`config.mk`:
```
export PLATFORM = sky130hd
export DESIGN_NAME = pc_plus4
export DESIGN_NICKNAME = d
export VERILOG_FILES = /design/src/rtl/pc_plus4.sv
export SDC_FILE = /design/constraint.sdc
export NUM_CORES = 1
export LEC_CHECK = 0
export ABC_AREA = 0
export BUFFER_PORTS_ARGS = -buffer_cell sky130_fd_sc_hd__buf_2
export CAP_MARGIN = 10
export CORE_ASPECT_RATIO = 1.4
export CORE_MARGIN = 3
export CORE_UTILIZATION = 43
export CTS_CLUSTER_SIZE = 12
export DETAILED_ROUTE_END_ITERATION = 8
export GPL_ROUTABILITY_DRIVEN = 0
export GPL_TIMING_DRIVEN = 0
export PLACE_DENSITY_LB_ADDON = 0.15
export RECOVER_POWER = 50
export SYNTH_ARGS = -nofsm -noshare
export SYNTH_HDL_FRONTEND = slang
export SYNTH_SLANG_ARGS = --single-unit
```
`constraint.sdc`:
```
create_clock -name clk -period 2.1 [get_ports clk]
set_clock_uncertainty 0.15 [all_clocks]
set_input_delay 0.21 -clock clk [delete_from_list [all_inputs] [get_ports clk]]
set_output_delay 0.21 -clock clk [all_outputs]
set_load 0.05 [all_outputs]
```
`src/rtl/pc_plus4.sv`:
```
// Fall-through next-PC adder for the single-cycle RV32 core, with wrap/misalignment
// status and a registered debug copy plus sticky error flags.
module pc_plus4 #(
  parameter int WIDTH = 32,
  parameter int INC   = 4
) (
  input  logic             clk,
  input  logic             rst_n,
  input  logic [WIDTH-1:0] fromPC,
  output logic [WIDTH-1:0] NextoPC,
  output logic             wrap,
  output logic             misaligned,
  input  logic             sticky_clr,
  output logic [WIDTH-1:0] pc_q,
  output logic             wrap_sticky,
  output logic             misalign_sticky,
  output logic [7:0]       wrap_count
);

  // INC is a power of two >= 4, so the low ALIGN_W bits of the PC must be zero.
  localparam int ALIGN_W = $clog2(INC);

  logic [WIDTH:0] sumExt;

  function automatic logic [7:0] satInc(input logic [7:0] cnt);
    satInc = (cnt == 8'hFF) ? cnt : cnt + 8'd1;
  endfunction

  // Stage 0: combinational adder and status, independent of clock and reset
  always_comb begin
    sumExt     = {1'b0, fromPC} + (WIDTH + 1)'(INC);
    NextoPC    = sumExt[WIDTH-1:0];
    wrap       = sumExt[WIDTH];
    misaligned = |fromPC[ALIGN_W-1:0];
  end

  // Stage 1: debug/trace registers; clear wins over a coincident set or count
  always_ff @(posedge clk or negedge rst_n) begin
    if (!rst_n) begin
      pc_q            <= '0;
      wrap_sticky     <= 1'b0;
      misalign_sticky <= 1'b0;
      wrap_count      <= 8'd0;
    end else begin
      pc_q <= NextoPC;
      if (sticky_clr) begin
        wrap_sticky     <= 1'b0;
        misalign_sticky <= 1'b0;
        wrap_count      <= 8'd0;
      end else begin
        wrap_sticky     <= wrap_sticky | wrap;
        misalign_sticky <= misalign_sticky | misaligned;
        if (wrap) wrap_count <= satInc(wrap_count);
      end
    end
  end

endmodule

```
# Yosys cells after proc, flatten, opt, wreduce, memory -nomap -nowiden
# Cells that the tools add are included.
classes:
  add_sub_neg: 2
  n_eq_ne: 2
  mux: 5
  n_bitwise: 2
  n_reduce_logical: 3
ops:
  columns: ["operator", "n"]
  rows:
  - ["adder 32 x 3 -> 33 bit, second input constant", 1]
  - ["2-to-1 mux 8 bit", 3]
  - ["adder 8 x 1 -> 8 bit, second input constant", 1]
  - ["== test 8 bit, second input constant", 1]
  - ["2-to-1 mux 1 bit", 2]
  - ["inequality test 2 bit, second input constant", 1]
  - ["OR 1 bit", 2]
  - ["AND reduction 2 bit", 1]
  - ["nonzero test 2 bit", 1]
  - ["OR reduction 2 bit", 1]
totals:
  register_bits: 42
  output_inout_bits: 76

# Longest topological paths before layout
logic_depth:
  word_depth: 4
  mapped_depth: 7
  depth_no_buf: 6

# Worst setup path before layout
# No wires, ideal clock.
synth_path:
  path_type: "input-to-reg"
  from: "input fromPC[2]"
  to: "register pc_q[24]"
  setup_time_ns: 0.219
  t_arrival_ns: 2.168
  t_required_ns: 1.731
  slack_ns: -0.437
  stages: 6
  path_cell_list: "ha_1 -> nand3_1 -> or3_1 -> nor3_1 -> nand4_1 -> xnor2_1"
synth_via:
  elab_chain_len: 1
synth_lines:
  columns: ["element", "line", "source"]
  rows:
  - ["start: declaration", "9", "input logic [WIDTH-1:0] fromPC,"]
  - ["adder 32 x 3 -> 33 bit", "31", "sumExt = {1'b0, fromPC} + (WIDTH + 1)'(INC);"]
  - ["named net NextoPC[24]", "10", "output logic [WIDTH-1:0] NextoPC,"]
  - ["end signal: assignment", "45", "pc_q <= NextoPC;"]
  - ["end: declaration", "14", "output logic [WIDTH-1:0] pc_q,"]
# The timed path passes the listed nets, and every way through them passes these cells.
# A chain may end at the register's enable or synchronous reset.

# Final worst setup path
layout_path:
  from: "input fromPC[6]"
  to: "output NextoPC[24]"
layout_via:
  elab_chain_len: 1
layout_lines:
  columns: ["element", "line"]
  rows:
  - ["adder 32 x 3 -> 33 bit", "31"]
  - ["end: declaration", "10"]
# No other way between the ends.

==> results.yml <==
clock_tree:
  cts_tree: "done"
  htreeDepth: 2
  clk_latency_ns: 0.29
  cts_root_buffer: "clkbuf_8"
  cts.path.max_buffers: 2
  clock_sinks: 42
  cts.reportedPaths.clkPinSlew_ns: 0.08
  cts_buffers: 5
detailed_routing:
  via_per_inst: 5.22
  routed_wl_mm: 6.52
  drcViolationCount: 0
  drt_iter0_markers: 121
  dr.pass1.iters: 4
  vias: 1969
  ant_nets: 0
  drt-wirelength-per-cell_microns: 17.3
critical_path:
  timing.critical_path.cells: "buf_8 -> nand4_1 -> or3_4 -> nor3_4 -> nand4_1 -> xnor2_4 -> buf_8"
  critPathBufInv: 2
  crit_slowest_cell: "or3_4"
  critical_path_arrival_ns: 1.83
  crit_family: "simple AND/OR/NAND/NOR gates"
  critical_path_class: "input pin to output pin"
  startpoint_type: "input pin"
  cp-end-kind: "output pin"
  cp.required_ns: 1.74
  crit_fanout: 5
  crit_path_max_incr_delay_ns: 0.46
sta:
  drv_slew: 0
  final.min_clock_period_ns: 2.19
  finalCritPeriodShare: 1.05
  setup_viol: 2
  maxSlewHeadroom: 0.388
  rsz0062_at_grt: "true"
  holdWs_ns: 0.00465
  fmax_ghz: 0.456
  finalSetupTns_ns: -0.111
  worst_slew_pin_slew_ns: 0.918
  postLayoutSetupSlackWorst_ns: -0.0948
  finalHoldViolations: 0
placement:
  io_buffer_count: 109
  post_dp_cell_area_sq_um: 2670
  dpl.cell_count: 340
  dp_slack_ns: -0.340
  hpwl_mm: 3.96
global_routing:
  grt_max_degree: 43
  grt_pass1_wl_mm: 8.74
  met1_usage: 0.226
  met2_usage: 0.408
  grt_pass1_vias: 1861
  grt-busiest-layer: "met2"
  grt.overflow.total: 0
  grt_util_all_layers: 0.224
  met3_usage: 0.0677
  antenna_found_initial: 0
logic_synthesis:
  synth_cell_types: 29
  syn_area_sq_um: 1880
  syn_avg_cell_area_sq_um: 10.9
  synth_warnings: 0
  synthesis.nets: 210
  syn_inst: 173
  seq_area_frac_synth: 0.558
  ys_seq_elements: 42
floorplanning:
  die_area_sq_um: 5220
  num_rows: 27
  dieWidth_microns: 61.9
  fp.coreArea_sq_um: 4090
  dieHeight_microns: 84.3
  initial_core_util: 0.461
  io_pins: 111
cells_and_area:
  drive_gt1_frac: 0.539
  nets: 355
  synthToLayoutAreaGrowth_pct: 73.1
  antenna_cells: 0
  fin_cells: 377
  final_area_sq_um: 3260
job:
  maxCapViolCount: 0
power:
  power.density_nw_per_um2: 609
  power.leakage_nw: 1.57
  peakVddDrop_uv: 464
status:
  outcome: "complete, but fails checks"
  violations: "setup timing"
hold_path:
  min_path_type: "input pin to flip-flop"
-- registers in the layout (all words and copies together) (netlist names) --
register	count
misalign_sticky	1
pc_q	32
wrap_count	8
wrap_sticky	1
-- metal layers --
layer | vias to the layer above | routed length [microns]
li1 | 891 | -
met3 | 13 | 439
met4 | 0 | 149
met5 | - | 0
met2 | 86 | 3810
met1 | 979 | 2120
-- Yosys cell counts --
| master | number | area (sq um) |
|---|---|---|
| dfrtp_1 | 42 | 1050 |
| xnor2_1 | 17 | 149 |
| nand3_1 | 15 | 75.1 |
| nor2_1 | 15 | 56.3 |
| xor2_1 | 12 | 105 |
| nand2_1 | 11 | 41.3 |
| nand4_1 | 9 | 56.3 |
| a21oi_1 | 7 | 35.0 |
| inv_1 | 7 | 26.3 |
| nor3_1 | 6 | 30.0 |
| and3_1 | 5 | 31.3 |
| or3_1 | 4 | 25.0 |
| buf_4 | 3 | 22.5 |
| o21ai_0 | 3 | 15.0 |
| and4_1 | 2 | 17.5 |
| ha_1 | 2 | 25.0 |
| a211oi_1 | 1 | 7.51 |
| a311oi_1 | 1 | 8.76 |
| a41oi_1 | 1 | 8.76 |
| and3b_2 | 1 | 10.0 |
| clkbuf_1 | 1 | 3.75 |
| nand4_2 | 1 | 12.5 |
| nand4b_1 | 1 | 8.76 |
| nand4b_4 | 1 | 23.8 |
| nor4_1 | 1 | 6.26 |
| o31ai_1 | 1 | 7.51 |
| or2_2 | 1 | 6.26 |
| or4_1 | 1 | 7.51 |
| or4_4 | 1 | 11.3 |
-- worst register-to-register path: cells and delay by family, from the launching register on --
family / cells / cell delay [ns]
AOI/OAI and AO/OA: 1 / 0.15
DFF: 1 / 0.45
and+or+nand+nor: 4 / 0.90
adders and majority gates: 1 / 0.22
-- through the flow --
stage | power, mW | utilization
3_3_place_gp | 1.36 | 0.653
4_1_cts | 1.94 | 0.745
5_1_grt | 2.06 | 0.798
6_report | 1.99 | 0.798
3_5_place_dp | 1.36 | 0.653
2_1_floorplan | 1.20 | -
-- layout by cell type (no fill, tap or decap), types with 3 or more instances in the layout --
cell type and instances:
a21oi_1 7, and3_1 4, buf_2 82, buf_4 27, buf_6 8, buf_8 4, clkbuf_1 3, clkbuf_8 6
dfrtp_1 40, dlygate4sd3_1 16, inv_1 7, nand2_1 10, nand3_1 11, nand3_4 3, nand4_1 9, nor2_1 14
nor3_2 3, o21ai_0 3, or3_4 3, xnor2_1 5, xnor2_2 11, xor2_1 8, xor2_2 3
-- power by group --
part           total (mW)  leakage, nW  internal (mW)  switching, mW
registers           0.853        0.507          0.844        0.00919
logic               0.579         1.02          0.167          0.413
clock network       0.554       0.0472          0.265          0.289
total                1.99         1.57           1.28          0.711
-- layout make-up --
| class | count | area, sq um |
|---|---|---|
| Buffer | 4 | 26.3 |
| Timing Repair Buffer | 138 | 923 |
| Clock buffer | 6 | 82.6 |
| Clock inverter | 2 | 12.5 |
| Fill cell | 254 | 826 |
| Inverter | 7 | 26.3 |
| Tap cell | 58 | 72.6 |
| Multi-Input combinational cell | 120 | 1060 |
| Sequential cell | 42 | 1050 |
-- timing repair --
action / 4_1_cts / 5_1_grt
hold buffers: 10 / 6
endpoints found under the hold margin: 51 / 6
resized for setup: 29 / 43
setup buffers: 8 / 5
pin swaps: 10 / 9
setup endpoints to repair: 14 / 19
-- kinds of logic after synthesis --
logic type | Yosys count | share of synthesized area
DFF | 42 | 0.558
buffers and inverters | 11 | 0.0279
AOI/OAI and AO/OA | 14 | 0.0438
adders and majority gates | 2 | 0.0133
and+or+nand+nor | 75 | 0.222
xor gates and xnor gates | 29 | 0.135
-- path summary, 6_finish.rpt --
path	to	slack, ns	cells past startpoint	start
setup / recovery	NextoPC[24]	-0.09	7	fromPC[6]
hold / removal	pc_q[17]$_DFF_PN0_	0.005	2	fromPC[17]
setup reg to reg	wrap_count[5]$_DFFE_PN0P_	0.17	6	wrap_count[0]$_DFFE_PN0P_
hold reg to reg	wrap_sticky$_DFF_PN0_	0.35	2	wrap_sticky$_DFF_PN0_
max in group asynchronous	wrap_count[1]$_DFFE_PN0P_	0.72	2	rst_n
min in group asynchronous	pc_q[1]$_DFF_PN0_	0.46	2	rst_n
(Power assumes the default switching activity.)
